**config.mk**
```make
export PLATFORM = sky130hd
export DESIGN_NAME = button_conditioner
export DESIGN_NICKNAME = d
export VERILOG_FILES = /design/src/rtl/button_conditioner.sv
export SDC_FILE = /design/constraint.sdc
export NUM_CORES = 1
export LEC_CHECK = 0
export CORE_MARGIN = 1
export CORE_UTILIZATION = 60
export CTS_CLUSTER_SIZE = 8
export DETAILED_ROUTE_END_ITERATION = 8
export PLACE_DENSITY = 0.78
export SLEW_MARGIN = 20
export SYNTH_ARGS = -nofsm -noshare
export SYNTH_HDL_FRONTEND = slang
export SYNTH_SLANG_ARGS = --single-unit
```
**constraint.sdc**
```tcl
create_clock -name clk -period 5.8 [get_ports clk]
set_input_delay 1.16 -clock clk [delete_from_list [all_inputs] [get_ports clk]]
set_output_delay 1.16 -clock clk [all_outputs]
set_load 0.01 [all_outputs]
```
**src/rtl/button_conditioner.sv**
```systemverilog
// button_conditioner
//   Front end for the payment/vending logic. Each raw push-button goes through
//   a two-flop synchroniser and a per-button debounce counter. The result is a
//   stable level vector (bt_press) and single-cycle press pulses (bt_edge).
//   Press pulses are serialised by priority, so at most one bt_edge bit is set
//   in any cycle. The lowest index wins.
//
// Handshake: there is no back-pressure. A set bit in bt_edge is a one-cycle
//   event that the consumer must take in that cycle. bt_pending is high
//   whenever at least one more press is queued behind the current grant.
//
// Ports
//   clk        system clock, all logic on posedge
//   rst        asynchronous reset, active-high
//   btn_in     raw asynchronous button levels, 1 = pressed
//   bt_press   debounced stable level per button
//   bt_edge    one-cycle press pulse, zero or one bit set per cycle
//   bt_pending high while a debounced press still awaits emission on bt_edge
module button_conditioner #(
  parameter int NUM_BTN         = 5,
  parameter int DEBOUNCE_CYCLES = 2000000,
  parameter int CNT_W           = 21
) (
  input  logic               clk,
  input  logic               rst,
  input  logic [NUM_BTN-1:0] btn_in,
  output logic [NUM_BTN-1:0] bt_press,
  output logic [NUM_BTN-1:0] bt_edge,
  output logic               bt_pending
);

  // The terminal count must fit in the counter width.
  // At least two samples are needed for glitch rejection to mean anything.
  if ((DEBOUNCE_CYCLES < 2) ||
      ((longint'(DEBOUNCE_CYCLES) - 1) >= (longint'(1) << CNT_W))) begin : g_bad_params
    $error("button_conditioner: DEBOUNCE_CYCLES-1 must fit in CNT_W bits and DEBOUNCE_CYCLES >= 2");
  end

  localparam logic [CNT_W-1:0] CNT_LAST = CNT_W'(DEBOUNCE_CYCLES - 1);

  logic [NUM_BTN-1:0] sync1;
  logic [NUM_BTN-1:0] sync2;
  logic [NUM_BTN-1:0] press_d;
  logic [NUM_BTN-1:0] armed;
  logic [NUM_BTN-1:0] pending;
  logic [CNT_W-1:0]   cnt [NUM_BTN];
  // live[1] goes high once sync2 holds a real sample of btn_in rather than
  // its reset value. Arming waits for it so that a button held through reset
  // release is not mistaken for a released one.
  logic [1:0]         live;

  logic [NUM_BTN-1:0] rise;
  logic [NUM_BTN-1:0] req;
  logic [NUM_BTN-1:0] grant;

  always_comb begin
    rise  = bt_press & ~press_d & armed;
    req   = pending | rise;
    // Isolate the lowest set bit. This is the fixed-priority grant.
    grant = req & (~req + NUM_BTN'(1));
  end

  always_ff @(posedge clk or posedge rst) begin
    if (rst) begin
      sync1      <= '0;
      sync2      <= '0;
      press_d    <= '0;
      armed      <= '0;
      pending    <= '0;
      live       <= '0;
      bt_press   <= '0;
      bt_edge    <= '0;
      bt_pending <= 1'b0;
      for (int i = 0; i < NUM_BTN; i++) begin
        cnt[i] <= '0;
      end
    end else begin
      sync1   <= btn_in;
      sync2   <= sync1;
      live    <= {live[0], 1'b1};
      press_d <= bt_press;

      for (int i = 0; i < NUM_BTN; i++) begin
        // Any sample that agrees with the stable state restarts the count.
        if (sync2[i] == bt_press[i]) begin
          cnt[i] <= '0;
        end else if (cnt[i] == CNT_LAST) begin
          bt_press[i] <= sync2[i];
          cnt[i]      <= '0;
        end else begin
          cnt[i] <= cnt[i] + CNT_W'(1);
        end

        // Arming is sticky. Only reset clears it.
        if (live[1] && !bt_press[i] && !sync2[i]) begin
          armed[i] <= 1'b1;
        end
      end

      bt_edge    <= grant;
      pending    <= req & ~grant;
      bt_pending <= |(req & ~grant);
    end
  end

endmodule

```
=== After elaboration in Yosys (flattened, before gate mapping) ===
Index checks and enable logic that the tools add are counted.
W data, S select, Z words.

* Logic and storage cells: 87
* Register bits: 143

* $add $sub $neg: 6
* Eq/ne operators: 10
* Multiplexer cells: 10
* Bitwise gates (word level): 13
* Reductions and logical operators: 26

{| class="wikitable"
|+ Operators by type and width
! operator !! count
|-
| $mux W21 || 10
|-
| $add A21 B1 Y21 const B || 5
|-
| $eq A21 B21 Y1 const B || 5
|-
| $and A5 B5 Y5 || 4
|-
| $not A5 Y5 || 3
|-
| $logic_and A1 B1 Y1 || 10
|-
| $logic_not A1 Y1 || 10
|-
| $reduce_and A2 Y1 || 5
|-
| $add A5 B1 Y5 const B || 1
|-
| $eq A1 B1 Y1 || 5
|-
| $not A1 Y1 || 5
|-
| $or A5 B5 Y5 || 1
|-
| $reduce_or A5 Y1 || 1
|}

=== Longest topological paths before layout ===
Gate-level depths: netlist (run 1).

* Depth after elaboration: 10
* Mapped depth: 7
* Gate-level depth less buffers: 5

=== Least setup slack after synthesis (run 1) ===
OpenSTA, ideal clock, no wires.

* Path type: reg2reg
* From: reg cnt[37] (netlist name)
* To: reg bt_press[3]
* Cell stages (with the launch flop): 5
* Period minus slack after synthesis: 2.026 ns
* Path buffers: 0
* Data required time: 5.675 ns
* Data arrival time: 1.901 ns
* Path slack: 3.774 ns
* Library setup time: 0.125 ns
* Path through: dfrtp_1 or4b_1 or4_1 nor2_1 mux2_2

* Longest elaborated chain between the ends: 2

{| class="wikitable"
|+ RTL lines
! item !! line !! source
|-
| from (decl) || 46 || <nowiki>logic [CNT_W-1:0] cnt [NUM_BTN];</nowiki>
|-
| from (signal, indexed assignment) || 91 || <nowiki>cnt[i] <= cnt[i] + CNT_W'(1);</nowiki>
|-
| $eq A21 B21 Y1 || 87 || <nowiki>end else if (cnt[i] == CNT_LAST) begin</nowiki>
|-
| $reduce_and A2 Y1 (no source line) || -- ||
|-
| to (signal, indexed assignment) || 88 || <nowiki>bt_press[i] <= sync2[i];</nowiki>
|-
| to (decl) || 27 || <nowiki>output logic [NUM_BTN-1:0] bt_press,</nowiki>
|}

Every way passes these cells.
A chain may end at the register's enable or synchronous reset.

=== Final worst setup path (run 1) ===
* From: reg bt_press[1]
* To: out bt_press[1]

No word-level cell between the ends.

==> results of run 1 <==
-- routing by layer --
layer	global-route usage, %	share of wire [%]	routed length (µm)	vias to the layer above
li1	-	-	-	2327
met2	38.9	49	6080	80
met1	31.6	47	5760	2368
met5	0	0	0	-
met4	9.13	0.72	89	0
met3	5.70	3.0	369	8
-- placed cells by master, fill, tap and decap left out, types with 4 or more instances in the layout --
master           count
dfrtp_1            142
nor2_1              87
a21oi_1             39
nand3_1             38
xnor2_1             36
nand2_1             32
nand4_1             32
xor2_1              27
inv_1               21
o21ai_0             21
or3_1               18
or4_1               17
clkdlybuf4s50_1     17
nor3_1              16
clkbuf_16           16
and4_1              14
o31ai_1             10
nor4_1               9
a21o_1               6
and2_1               5
mux2_2               5
ha_1                 5
or2_2                4
or3_2                4
a31oi_1              4
clkbuf_1             4
-- final cells by class --
class | count | share of cell area, %
Clock buffer | 22 | 6.04
Clock inverter | 7 | 0.922
Inverter | 22 | 1.20
Multi-Input combinational cell | 460 | 38.4
Sequential cell | 142 | 48.5
Tap cell | 136 | 2.32
Timing Repair Buffer | 20 | 2.63
-- synth_stat cells (5+ instances only) --
| cell type | count | area share, % |
|---|---|---|
| or3_1 | 18 | 1.7 |
| and4_1 | 14 | 1.9 |
| clkbuf_1 | 11 | 0.63 |
| a21o_1 | 6 | 0.69 |
| nand4_1 | 32 | 3.1 |
| xnor2_1 | 36 | 4.8 |
| xor2_1 | 27 | 3.6 |
| and2_1 | 5 | 0.48 |
| a21oi_1 | 39 | 3.0 |
| dfrtp_1 | 142 | 55 |
| o21ai_0 | 22 | 1.7 |
| mux2_2 | 5 | 0.87 |
| nor4_1 | 10 | 0.96 |
| nor2_1 | 87 | 5.0 |
| or4_1 | 17 | 2.0 |
| nand3_1 | 38 | 2.9 |
| o31ai_1 | 10 | 1.2 |
| nor3_1 | 16 | 1.2 |
| inv_1 | 22 | 1.3 |
| nand2_1 | 32 | 1.8 |
| ha_1 | 5 | 0.96 |
-- sequential cells by signal (all words and copies together) (netlist names) --
signal / flops
armed: 5
bt_edge: 5
bt_pending: 1
bt_press: 5
cnt: 105
live: 2
pending: 4
press_d: 5
sync1: 5
sync2: 5
-- path summary, 6_finish.rpt --
kind | startpoint | endpoint | slack (ns) | depth (start not counted)
max | bt_press[1]$_DFFE_PP0P_ | bt_press[1] | 3.07 | 1
min | live[0]$_DFF_PP0_ | live[1]$_DFF_PP0_ | 0.35 | 0
max reg2reg | cnt[34]$_DFF_PP0_ | cnt[26]$_DFF_PP0_ | 3.53 | 4
min reg2reg | live[0]$_DFF_PP0_ | live[1]$_DFF_PP0_ | 0.35 | 0
max in group asynchronous | rst | cnt[14]$_DFF_PP0_ | 3.57 | 3
min in group asynchronous | rst | cnt[55]$_DFF_PP0_ | 1.23 | 2
-- power by group through the flow --
stage / registers [µW] / logic [µW] / clock network, µW
2_1_floorplan: 1030 / 42.3 / 0
3_5_place_dp: 1030 / 58.3 / 0
5_1_grt: 1020 / 67.2 / 1010
4_1_cts: 1020 / 59.8 / 968
3_3_place_gp: 1030 / 56.3 / 0
6_report: 1020 / 57.6 / 950
-- per-stage QoR --
stage	setup WS, ns	hold WS [ns]	power [µW]	utilization [%]
final	3.07	0.346	2020	70.4
after global routing	3.00	0.361	2100	70.4
after CTS	3.04	0.352	2050	70.3
after detailed placement	2.93	0.337	1090	65.4
after global placement	2.97	0.334	1090	65.4
after floorplan	0.830	0.331	1070	-
-- cell families after synthesis --
group | share of synthesized area [%]
flip-flops | 54.6
AO/OA/AOI/OAI | 8.37
XOR/XNOR | 8.48
buffers and inverters | 2.21
multiplexers | 0.865
other | 0.0576
AND/OR/NAND/NOR | 24.3
adder cells (fa/ha/maj) | 1.12
==> impl_metrics.env, run 1 <==
export IMPL_clkLatencyLatePin_ns=0.52
export IMPL_drt_iter0_drc=344
export IMPL_final_hold_viol_count=0
export IMPL_ios=18
export IMPL_hp_class="reg -> reg"
export IMPL_cts_max_path_buffers=2
export IMPL_fmax_mhz=367
export IMPL_ys_warn_count=0
export IMPL_grt_ovfl_total=0
export IMPL_path_clk_slew_ns=0.06
export IMPL_yosysUniqueCellTypes=48
export IMPL_std_cell_rows=37
export IMPL_cp_required_ns=4.64
export IMPL_cts_root_buf="clkbuf_8"
export IMPL_hpwl_um=8080
export IMPL_synth_nets=650
export IMPL_fin_crit_ns=2.73
export IMPL_start_util_pct=62.5
export IMPL_area_delta_synth_final_pct=12.7
export IMPL_grt_pass1_wl_um=21400
export IMPL_num_vias=4783
export IMPL_dp_cells=780
export IMPL_cts_tree="done"
export IMPL_grt_max_degree=107
export IMPL_synthCells=638
export IMPL_cp_end_kind="output port"
export IMPL_die_area_um2=11300
export IMPL_n_fill_cell=743
export IMPL_skew_ns=0.00888
export IMPL_ys_seq_area_share_pct=54.6
export IMPL_place_area_um2=6810
export IMPL_swShare_pct=21.5
export IMPL_cp_num_buf_inv=1
export IMPL_max_slew_margin_pct=39.4
export IMPL_stdcell_area_um2=7330
export IMPL_regArea_um2=3550
export IMPL_worstPathArrival_ns=1.57
export IMPL_nets=675
export IMPL_gr_usage_all_layers_pct=24.1
export IMPL_num_antenna_cells=0
export IMPL_crit_chain="clkdlybuf4s50_1"
export IMPL_synth_edff_count=0
export IMPL_ys_seq_elements=142
export IMPL_finalWeightedCongestion=0.829
export IMPL_tns_ns=0
export IMPL_startpoint_type="register"
export IMPL_critPathTopFamily="buffers and inverters"
export IMPL_finalWirelength_um=12300
export IMPL_cts_hold_buf=0
export IMPL_cap_violations=0
export IMPL_irDropWorstVdd_v=0.000183
export IMPL_status="finished, final reports clean"
export IMPL_die_w_um=106
export IMPL_drive_above_1_share_pct=7.28
export IMPL_syn_area_per_cell_um2=10.2
export IMPL_post_route_period_util_pct=47.0
export IMPL_synth_ff_type="dfrtp_1"
export IMPL_netlist_area_um2=6500
export IMPL_p_leak_uw=0.00293
export IMPL_power_frac_seq_pct=50.2
export IMPL_rsz0062_at_grt="false"
export IMPL_io_buffers=17
export IMPL_power_switching_uw=435
export IMPL_async_reset_ff_share_pct=100
export IMPL_worstSetupPathType="reg -> out"
export IMPL_die_h_um=106
export IMPL_cts_buffers=17
export IMPL_cts_resized=0
export IMPL_wire_per_inst_um=15.2
export IMPL_max_stage_delay_ns=0.59
export IMPL_via_per_inst=5.91
export IMPL_grt_pass1_vias=4747
export IMPL_antenna_found_initial=0
export IMPL_cp_slowest_cell="clkdlybuf4s50_1"
export IMPL_antenna_left=0
export IMPL_max_slew_worst_pin_slew_ns=0.910
export IMPL_power_density_nw_per_um2=276
export IMPL_setup_viol=0
export IMPL_first_pass_iters=5
export IMPL_drv_slew=0
export IMPL_p_clk_share_pct=46.9
export IMPL_drc=0
export IMPL_postCtsSetupBuffers=0
export IMPL_multi_input_area_um2=2810
export IMPL_cts_sinks=142
export IMPL_worst_path_max_fanout=7
export IMPL_power_internal_uw=1590
export IMPL_core_area_um2=10400
export IMPL_pwr_share_comb_pct=2.8
export IMPL_final_cells=809
export IMPL_htreeDepth=4
Power figures use the tool's default switching activity.
==> inputs of run 2 (changes only) <==
--- a/config.mk
+++ b/config.mk
@@ -6,10 +6,10 @@
 export NUM_CORES = 1
 export LEC_CHECK = 0
 export CORE_MARGIN = 1
-export CORE_UTILIZATION = 60
+export CORE_UTILIZATION = 55
 export CTS_CLUSTER_SIZE = 8
 export DETAILED_ROUTE_END_ITERATION = 8
-export PLACE_DENSITY = 0.78
+export PLACE_DENSITY = 0.75
 export SLEW_MARGIN = 20
 export SYNTH_ARGS = -nofsm -noshare
 export SYNTH_HDL_FRONTEND = slang
==> constraint.sdc (replaced) <==
create_clock -name clk -period 2.3 [get_ports clk]
set_input_delay 0.46 -clock clk [delete_from_list [all_inputs] [get_ports clk]]
set_output_delay 0.46 -clock clk [all_outputs]
set_load 0.01 [all_outputs]
==> impl_metrics.env, run 2 (synthesis gave the netlist of run 1 again) <==
export IMPL_cts_buffers=17
export IMPL_worstSetupPathType="reg -> reg"
export IMPL_drive_above_1_share_pct=9.06
export IMPL_cap_violations=0
export IMPL_stdcell_area_um2=7490
export IMPL_p_leak_uw=0.00300
export IMPL_antenna_found_initial=0
export IMPL_max_slew_worst_pin_slew_ns=0.654
export IMPL_power_uw=5310
export IMPL_status="finished, final reports clean"
export IMPL_rsz0062_at_grt="false"
export IMPL_grt_max_degree=81
export IMPL_cp_required_ns=2.61
export IMPL_path_clk_slew_ns=0.06
export IMPL_die_h_um=111
export IMPL_largest_reg_flops=105
export IMPL_num_antenna_cells=0
export IMPL_cts_sinks=142
export IMPL_power_density_nw_per_um2=709
export IMPL_hp_class="reg -> reg"
export IMPL_die_w_um=111
export IMPL_final_util_pct=65.3
export IMPL_max_slew_margin_pct=56.1
export IMPL_layout_common_cells="142 x dfrtp_1, 87 x nor2_1, 39 x a21oi_1"
export IMPL_first_pass_iters=5
export IMPL_io_buffers=17
export IMPL_regMostFlops="cnt"
export IMPL_antenna_left=0
export IMPL_drv_slew=0
export IMPL_irDropWorstVdd_v=0.000560
export IMPL_drc=0
export IMPL_cts_hold_buf=0
export IMPL_cts_root_buf="clkbuf_16"
export IMPL_final_common_cell="dfrtp_1"
export IMPL_cp_end_kind="register"
export IMPL_place_area_um2=6920
export IMPL_fmax_mhz=472
export IMPL_worstPathArrival_ns=2.43
export IMPL_die_area_um2=12300
export IMPL_clkLatencyLatePin_ns=0.42
export IMPL_grt_pass1_vias=4731
export IMPL_cts_max_path_buffers=2
export IMPL_via_per_inst=5.90
export IMPL_grt_ovfl_total=0
export IMPL_fin_crit_ns=2.12
export IMPL_post_route_period_util_pct=92.1
export IMPL_worst_path_max_fanout=5
export IMPL_htreeDepth=4
export IMPL_tns_ns=0
export IMPL_drt_iter0_drc=356
export IMPL_cts_tree="done"
export IMPL_start_util_pct=56.7
export IMPL_wire_per_inst_um=14.8
export IMPL_num_vias=4880
export IMPL_setup_slack_ns=0.181
export IMPL_gr_usage_all_layers_pct=21.8
export IMPL_hpwl_um=8150
export IMPL_area_delta_synth_final_pct=15.1
export IMPL_grt_pass1_wl_um=21700
export IMPL_ios=18
export IMPL_cts_resized=0
export IMPL_finalWeightedCongestion=0.855
export IMPL_setup_viol=0
export IMPL_final_hold_viol_count=0
export IMPL_skew_ns=0.00663
export IMPL_place_ws_ns=0.198
export IMPL_startpoint_type="register"
export IMPL_std_cell_rows=39
export IMPL_postCtsSetupBuffers=0
export IMPL_core_area_um2=11500
export IMPL_finalWirelength_um=12300
export IMPL_nets=683
-- run 2: cell types whose count changed in the layout (fill, tap and decap cells not counted), sizes merged --
cell,change
buf,+8
clkbuf,-2
clkinv,+3
clkinvlp,+2
-- run 2: path summary, 6_finish.rpt --
kind                       slack, ns               start                      end  cells past startpoint
setup / recovery                0.18   cnt[37]$_DFF_PP0_  bt_press[3]$_DFFE_PP0P_                      4
max in group asynchronous       1.42                 rst        cnt[82]$_DFF_PP0_                      3
min in group asynchronous       0.51                 rst        cnt[60]$_DFF_PP0_                      3
setup reg to reg                0.18   cnt[37]$_DFF_PP0_  bt_press[3]$_DFFE_PP0P_                      4
hold reg to reg                 0.35  sync1[0]$_DFF_PP0_       sync2[0]$_DFF_PP0_                      0
hold / removal                  0.35  sync1[0]$_DFF_PP0_       sync2[0]$_DFF_PP0_                      0
-- run 2: worst max-delay path: stages (launching register included) --
cell	delay, ns
dfrtp_1	0.42
or4b_1	0.51
or4_1	0.58
nor2_1	0.15
mux2_2	0.34
-- run 2: report_power, final --
group	internal, µW	leakage (µW)	switching (µW)
registers	2530	0.00192	32.7
logic	56.0	0.000813	105
clock network	1550	0.000269	1040
total	4130	0.00300	1180
-- run 2: per-layer routing --
metal / GRT usage, % / share of wire (%) / vias up
met4: 8.80 / 1.4 / 0
met5: 0 / 0 / -
met2: 34.7 / 49 / 96
met3: 5.90 / 3.0 / 16
li1: - / - / 2353
met1: 28.2 / 46 / 2415
-- run 2: final cells by class --
| cell class | instances | area [µm²] |
|---|---|---|
| timing repair buffer | 28 | 290 |
| sequential | 142 | 3550 |
| clock buffer | 20 | 457 |
| tap | 143 | 179 |
| multi-input combinational | 460 | 2810 |
| fill | 893 | 3980 |
| clock inverter | 12 | 114 |
| inverter | 22 | 86.3 |
-- run 2: per-stage QoR --
step           hold WS [ns]  std cells
2_1_floorplan         0.331        638
3_3_place_gp          0.332        795
3_5_place_dp          0.335        795
4_1_cts               0.348        827
5_1_grt               0.352        827
6_report              0.346        827
==> inputs of run 3 (changes only) <==
--- a/config.mk
+++ b/config.mk
@@ -5,6 +5,7 @@
 export SDC_FILE = /design/constraint.sdc
 export NUM_CORES = 1
 export LEC_CHECK = 0
+export CAP_MARGIN = 20
 export CORE_MARGIN = 1
 export CORE_UTILIZATION = 55
 export CTS_CLUSTER_SIZE = 8
==> results of run 3 <==
The final DEF is identical to that of run 2; final timing and power are the same.
